===== src/rtl/pwm_pattern_sequencer.sv =====
// PWM pattern sequencer: a 16x8 pattern RAM loaded by the host, played back
// entry by entry as duty-cycle steps on a 4-bit-counter PWM output.
// Each entry holds duty in [3:0] and (repeat count - 1) in [7:4]; an entry
// lasts one fetch cycle plus (reps+1) PWM periods of 16 cycles each.
module pwm_pattern_sequencer #(
   parameter int CAPACITY = 16
) (
   input  logic       clk,
   input  logic       rst,
   input  logic       we,
   input  logic [7:0] addr,
   input  logic [7:0] wd,
   output logic [7:0] rd,
   input  logic       start,
   input  logic       stop,
   input  logic [3:0] len,
   input  logic       loop,
   output logic       out,
   output logic       busy,
   output logic [3:0] idx,
   output logic       done
);

   localparam int IW = $clog2(CAPACITY);

   typedef enum logic [1:0] {
      IDLE  = 2'd0,
      FETCH = 2'd1,
      RUN   = 2'd2
   } state_t;

   // Pattern storage; contents survive rst and start out all zero.
   logic [7:0] mem_reg [CAPACITY] = '{default: 8'h00};

   state_t        state_reg, state_next;
   logic [IW-1:0] idx_reg, idx_next;
   logic [3:0]    cnt_reg, cnt_next;
   logic [3:0]    rep_cnt_reg, rep_cnt_next;
   logic [3:0]    duty_reg, duty_next;
   logic [3:0]    reps_reg, reps_next;
   logic [IW-1:0] len_reg, len_next;
   logic          loop_reg, loop_next;
   logic          done_reg, done_next;
   logic [7:0]    fetch_word;
   logic          addr_hi_unused;

   // Only the low address bits select an entry; the rest alias.
   assign addr_hi_unused = ^addr[7:IW];

   assign rd   = mem_reg[addr[IW-1:0]];
   assign busy = (state_reg != IDLE);
   assign out  = (state_reg == RUN) && (cnt_reg < duty_reg);
   assign idx  = idx_reg;
   assign done = done_reg;

   // Host writes are locked out during playback so the pattern stays stable.
   always_ff @(posedge clk) begin
      if (we && !busy) begin
         mem_reg[addr[IW-1:0]] <= wd;
      end
   end

   // State and datapath registers.
   always_ff @(posedge clk) begin
      if (rst) begin
         state_reg   <= IDLE;
         idx_reg     <= '0;
         cnt_reg     <= '0;
         rep_cnt_reg <= '0;
         duty_reg    <= '0;
         reps_reg    <= '0;
         len_reg     <= '0;
         loop_reg    <= 1'b0;
         done_reg    <= 1'b0;
      end else begin
         state_reg   <= state_next;
         idx_reg     <= idx_next;
         cnt_reg     <= cnt_next;
         rep_cnt_reg <= rep_cnt_next;
         duty_reg    <= duty_next;
         reps_reg    <= reps_next;
         len_reg     <= len_next;
         loop_reg    <= loop_next;
         done_reg    <= done_next;
      end
   end

   // Next-state logic: fetch an entry, play its periods, advance or finish.
   always_comb begin
      state_next   = state_reg;
      idx_next     = idx_reg;
      cnt_next     = cnt_reg;
      rep_cnt_next = rep_cnt_reg;
      duty_next    = duty_reg;
      reps_next    = reps_reg;
      len_next     = len_reg;
      loop_next    = loop_reg;
      done_next    = 1'b0;
      fetch_word   = mem_reg[idx_reg];

      case (state_reg)
         IDLE: begin
            if (start) begin
               len_next   = len[IW-1:0];
               loop_next  = loop;
               idx_next   = '0;
               state_next = FETCH;
            end
         end
         FETCH: begin
            duty_next    = fetch_word[3:0];
            reps_next    = fetch_word[7:4];
            cnt_next     = '0;
            rep_cnt_next = '0;
            state_next   = RUN;
         end
         RUN: begin
            cnt_next = cnt_reg + 4'd1;
            if (cnt_reg == 4'd15) begin
               if (rep_cnt_reg != reps_reg) begin
                  rep_cnt_next = rep_cnt_reg + 4'd1;
               end else if (idx_reg != len_reg) begin
                  idx_next   = idx_reg + 1'b1;
                  state_next = FETCH;
               end else if (loop_reg) begin
                  idx_next   = '0;
                  state_next = FETCH;
               end else begin
                  state_next = IDLE;
                  done_next  = 1'b1;
               end
            end
         end
         default: begin
            state_next = IDLE;
         end
      endcase

      // Abort wins over everything, including a start in the same cycle,
      // and leaves idx pointing at the entry that was interrupted.
      if (stop) begin
         state_next = IDLE;
         idx_next   = idx_reg;
         done_next  = 1'b0;
      end
   end

endmodule

===== config.mk =====
export PLATFORM = sky130hd
export DESIGN_NAME = pwm_pattern_sequencer
export DESIGN_NICKNAME = d
export VERILOG_FILES = /design/src/rtl/pwm_pattern_sequencer.sv
export SDC_FILE = /design/constraint.sdc
export NUM_CORES = 1
export LEC_CHECK = 0
export CAP_MARGIN = 5
export CORE_AREA = 2 2 114 116
export DETAILED_ROUTE_END_ITERATION = 10
export DIE_AREA = 0 0 116 118
export MAX_ROUTING_LAYER = met4
export PLACE_DENSITY = 0.79
export SLEW_MARGIN = 20
export SYNTH_ARGS = -nofsm -noshare
export SYNTH_HDL_FRONTEND = slang
export SYNTH_SLANG_ARGS = --single-unit

===== constraint.sdc =====
create_clock -name clk -period 2.7 [get_ports clk]
set_input_delay 0.54 -clock clk [delete_from_list [all_inputs] [get_ports clk]]
set_output_delay 0.54 -clock clk [all_outputs]
set_load 0.03 [all_outputs]

**Word level (Yosys, flattened, before mapping)**

Memory sizes are Yosys's and may differ from the RTL's. A register that Yosys moved wholly into a read port is not among the register bits.
Index checks and enable logic that the tools add are counted.

- Memories kept: 1
- Input port bits: 26
- Register bits after elaboration: 20
- RAM bits: 128
- Output and inout port bits: 15

- Reduce and logical (&&, ||, !) cells: 13
- Eq/ne operators: 10
- Bitwise gates (word level): 3
- $add $sub $neg: 3
- Multiplexer cells: 19
- Order comparisons: 1

Memory list:

| memory | words | bits a word | rd ports | clocked after memory_dff | wr ports | RTL line | RTL |
|---|---|---|---|---|---|---|---|
| mem_reg | 16 | 8 | 2 | 1 | 1 | 33 | `logic [7:0] mem_reg [CAPACITY] = '{default: 8'h00};` |

Operators by type and width:

| kind | count |
|---|---|
| $mux 4 | 7 |
| $pmux 4 s2 | 3 |
| $add 4x1->4 const B | 3 |
| $ne 4x4->1 | 2 |
| $mux 2 | 3 |
| $pmux 2 s3 | 1 |
| $reduce_and 3->1 | 2 |
| $reduce_and 6->1 | 1 |
| $reduce_bool 2->1 | 3 |
| $reduce_or 6->1 | 1 |
| $mux 1 | 5 |
| $eq 4x4->1 const B | 1 |
| $lt 4x4->1 | 1 |
| $ne 2x1->1 const B | 2 |
| $ne 2x2->1 const B | 2 |
| $ne 3x2->1 const B | 1 |
| $not 1->1 | 3 |
| $eq 2x1->1 const B | 1 |
| $eq 2x2->1 const B | 1 |
| $logic_and 1x1->1 | 2 |
| $logic_not 2->1 | 1 |
| $reduce_and 2->1 | 1 |
| $reduce_or 2->1 | 1 |
| $logic_not 1->1 | 1 |

**Longest topological paths before layout**

- Word-level depth: 5
- Depth in mapped cells: 8
- Depth with buffers taken out: 7

**Worst setup path after synthesis**

OpenSTA, ideal clock, no wires.

- Path type: input-to-output
- Start point: input port addr[1]
- End point: output port rd[0]
- Stages on the path: 4
- Slack: 0.068 ns
- Path buffers: 2
- Arrival: 2.092 ns
- Cells stage by stage: clkbuf_1 clkbuf_1 mux4_2 mux4_2

- Cells in the longest elaborated chain, start to end: 1

Ends and longest elaborated chain:

| element | RTL line | RTL |
|---|---|---|
| start: declaration | 11 | `input logic [7:0] addr,` |
| $mem_v2 16x8 | - |  |
| end: declaration | 13 | `output logic [7:0] rd,` |

Every way passes these cells.

**Worst setup path in the final report**

- Start point: input port addr[0]
- End point: output port rd[4]

The elaborated chain is that of the path after synthesis.

==> out/metrics.yaml <==
outcome:
  status: "complete, no violations"
hold_path:
  holdCritPathClass: "reg -> reg"
  timing.hold.worst_path_depth: 2
yosys:
  synthDominantAreaCellType: "sky130_fd_sc_hd__edfxtp_1"
  synth_nets: 488
  syn_avg_cell_area_um2: 16.3
  netlist_instances: 451
  seq_cells_post_synth: 156
  synth_warnings: 0
  synth_seq_area_share: 0.600
  synth.most_common_cell: "sky130_fd_sc_hd__edfxtp_1"
  yosys.area.top_type_share: 0.524
  synth_edf_count: 128
  postSynth.topFlopCell: "sky130_fd_sc_hd__edfxtp_1"
  synth_area_leaders: "sky130_fd_sc_hd__edfxtp_1 (52%), sky130_fd_sc_hd__mux4_2 (22%), sky130_fd_sc_hd__dfxtp_1 (7.6%)"
  async_flop_share: 0
  synth.top_cells.by_count: "sky130_fd_sc_hd__edfxtp_1 (128), sky130_fd_sc_hd__mux4_2 (72), sky130_fd_sc_hd__nand2_1 (35)"
  synth.cell_area_um2: 7340
  synth_cell_type_count: 41
floorplan:
  chipWidth_um: 116
  initial_core_util: 0.591
  design.core.area_um2: 12400
  placement_rows: 41
  design.die.area_um2: 13700
  ioPinCount: 41
  chip_height_um: 118
clock_tree:
  worstSkewPairLatency_ps: 420
  clock_tree.root_cell: "sky130_fd_sc_hd__clkbuf_16"
  clock_sink_count: 156
  cts.path.max_buffers: 2
  cts_tree: "built"
  count_of_h_tree_levels_built_during_cts: 4
  clk_transition_reported_paths_ps: 60
  cts-buffers-inserted: 17
grt:
  grt_first_pass_wirelength_mm: 26.1
  grt_start_max_net_pins: 38
  gr-total-overflow: 0
  grt_antenna_before_repair: 1
  grt_pass1_vias: 4711
  globalRouteTotalUtil: 0.270
cells_and_area:
  areaGrowthSynthToFinish_pct: 19.4
  final-seq-area_um2: 4410
  nets: 556
  fillCellCount: 809
  largest_register_ffs: 128
  final_cell_area_um2: 8760
  area_taken_by_multi_input_logic_gates_um2: 2770
  drive_above_1_share: 0.291
worst_setup_path:
  worst-path-max-fanout: 6
  worst-endpoint-arrival_ps: 2150
  setup.worst_path.end_class: "primary output"
  critPathKind: "in -> out"
  ff2ff_path_depth: 6
  critPathLaunchType: "input port"
  cp.required_ps: 2160
routing:
  wl_per_cell_um: 23.6
  post_drt_via_cell_ratio: 6.29
  via_count: 4418
  drcViolationCount: 0
  drt-initial-drc-count: 446
  ant_nets: 0
  drt-pass1-iter-count: 6
  postRouteWirelength_mm: 16.6
pwr:
  leakage_nw: 2.96
  post-layout-total-power_w: 0.00537
  vdd_ir_drop_max_mv: 0.572
  pwr_density_cell_nw_per_um2: 613
placed_design:
  place_congestion: 0.867
  dp_worst_setup_slack_ps: -506
  placement.io_buffers: 36
  placed_cell_area_um2: 8070
  detailed_place_hpwl_mm: 11.2
sta:
  max_slew.worst_pin.slew_ps: 693
  period_needed_ps: 2690
  timing.clock.skew_ps: 7.95
  slew-limit-headroom: 0.535
  rsz0062_at_grt: "yes"
  slew_violations: 0
  setup_slack_ps: 9.83
  fmax_mhz: 372
  finalHoldViolations: 0
  tns_ps: 0
  setup_viol: 0
  post-route-period-util: 0.996
flow_run:
  max_cap_violations: 0
[metrics by stage]
stage,std cells,hold WS (ps),util
6_report,702,476,0.706
5_1_grt,702,496,0.706
4_1_cts,701,480,0.705
3_5_place_dp,668,467,0.650
3_3_place_gp,668,451,0.650
2_1_floorplan,451,438,-
[where the power goes]
group	internal (W)	switching [W]	total, W
logic	0.000194	0.000222	0.000417
clock network	0.00142	0.000873	0.00230
registers	0.00264	0.0000177	0.00266
[cell usage in the layout (no fill, tap or decap), types with 9 or more instances in the layout]
master | synthesis | final
sky130_fd_sc_hd__edfxtp_1 | 128 | 128
sky130_fd_sc_hd__mux4_2 | 72 | 72
sky130_fd_sc_hd__nand2_1 | 35 | 35
sky130_fd_sc_hd__buf_4 | 5 | 31
sky130_fd_sc_hd__a21oi_1 | 29 | 29
sky130_fd_sc_hd__dfxtp_1 | 28 | 27
sky130_fd_sc_hd__clkdlybuf4s50_1 | 0 | 23
sky130_fd_sc_hd__nor2_1 | 21 | 21
sky130_fd_sc_hd__clkbuf_16 | 0 | 17
sky130_fd_sc_hd__o21ai_0 | 11 | 11
sky130_fd_sc_hd__mux2i_1 | 11 | 11
sky130_fd_sc_hd__ha_1 | 11 | 11
sky130_fd_sc_hd__nand3_1 | 10 | 10
sky130_fd_sc_hd__nor3_1 | 9 | 9
[cells by family after synthesis]
| family | count (synthesis) | share of synthesized area |
|---|---|---|
| flops | 156 | 0.600 |
| simple gates | 103 | 0.0686 |
| mux | 85 | 0.240 |
| compound gates | 53 | 0.0416 |
| buf+inv | 35 | 0.0215 |
| fa+ha+maj | 11 | 0.0188 |
| xor+xnor | 8 | 0.00955 |
[worst max-delay path, cell delays in order]
cell	delay (ps)
sky130_fd_sc_hd__buf_16	90
sky130_fd_sc_hd__buf_12	130
sky130_fd_sc_hd__buf_12	130
sky130_fd_sc_hd__mux4_2	530
sky130_fd_sc_hd__mux4_2	550
sky130_fd_sc_hd__buf_6	170
[what timing repair did]
item	in CTS	in global routing
cloned	2	0
hold buffers	0	0
endpoints found under the setup margin	10	5
buffers inserted	2	0
resized for setup	33	10
[worst paths after layout]
check,start,end,slack (ps)
setup / recovery,addr[0],rd[4],10
hold reg to reg,len_reg[0]$_SDFFE_PP0P_,len_reg[0]$_SDFFE_PP0P_,480
hold / removal,len_reg[0]$_SDFFE_PP0P_,len_reg[0]$_SDFFE_PP0P_,480
setup reg to reg,state_reg[1]$_SDFFE_PP0P_,mem_reg[0][0]$_DFFE_PP_,470
[cell type report]
| cell class | instances | share of cell area |
|---|---|---|
| flip-flops and latches | 156 | 0.503 |
| multi-input cells | 260 | 0.317 |
| repair buffers | 75 | 0.0880 |
| clock buffers | 19 | 0.0494 |
| well taps | 172 | 0.0246 |
| clock inverters | 10 | 0.0144 |
| inverters | 9 | 0.00386 |
| diodes | 1 | 0.000286 |
[metal layers]
layer  track usage  vias to the layer above  wire length (um)
met2         0.433                      142              8850
met4        0.0818                        0               312
met5             -                        -                 0
met1         0.334                     2291              6480
met3        0.0814                       28               912
li1              -                     1957                 -
No activity file was read; power rests on OpenSTA's default activity.
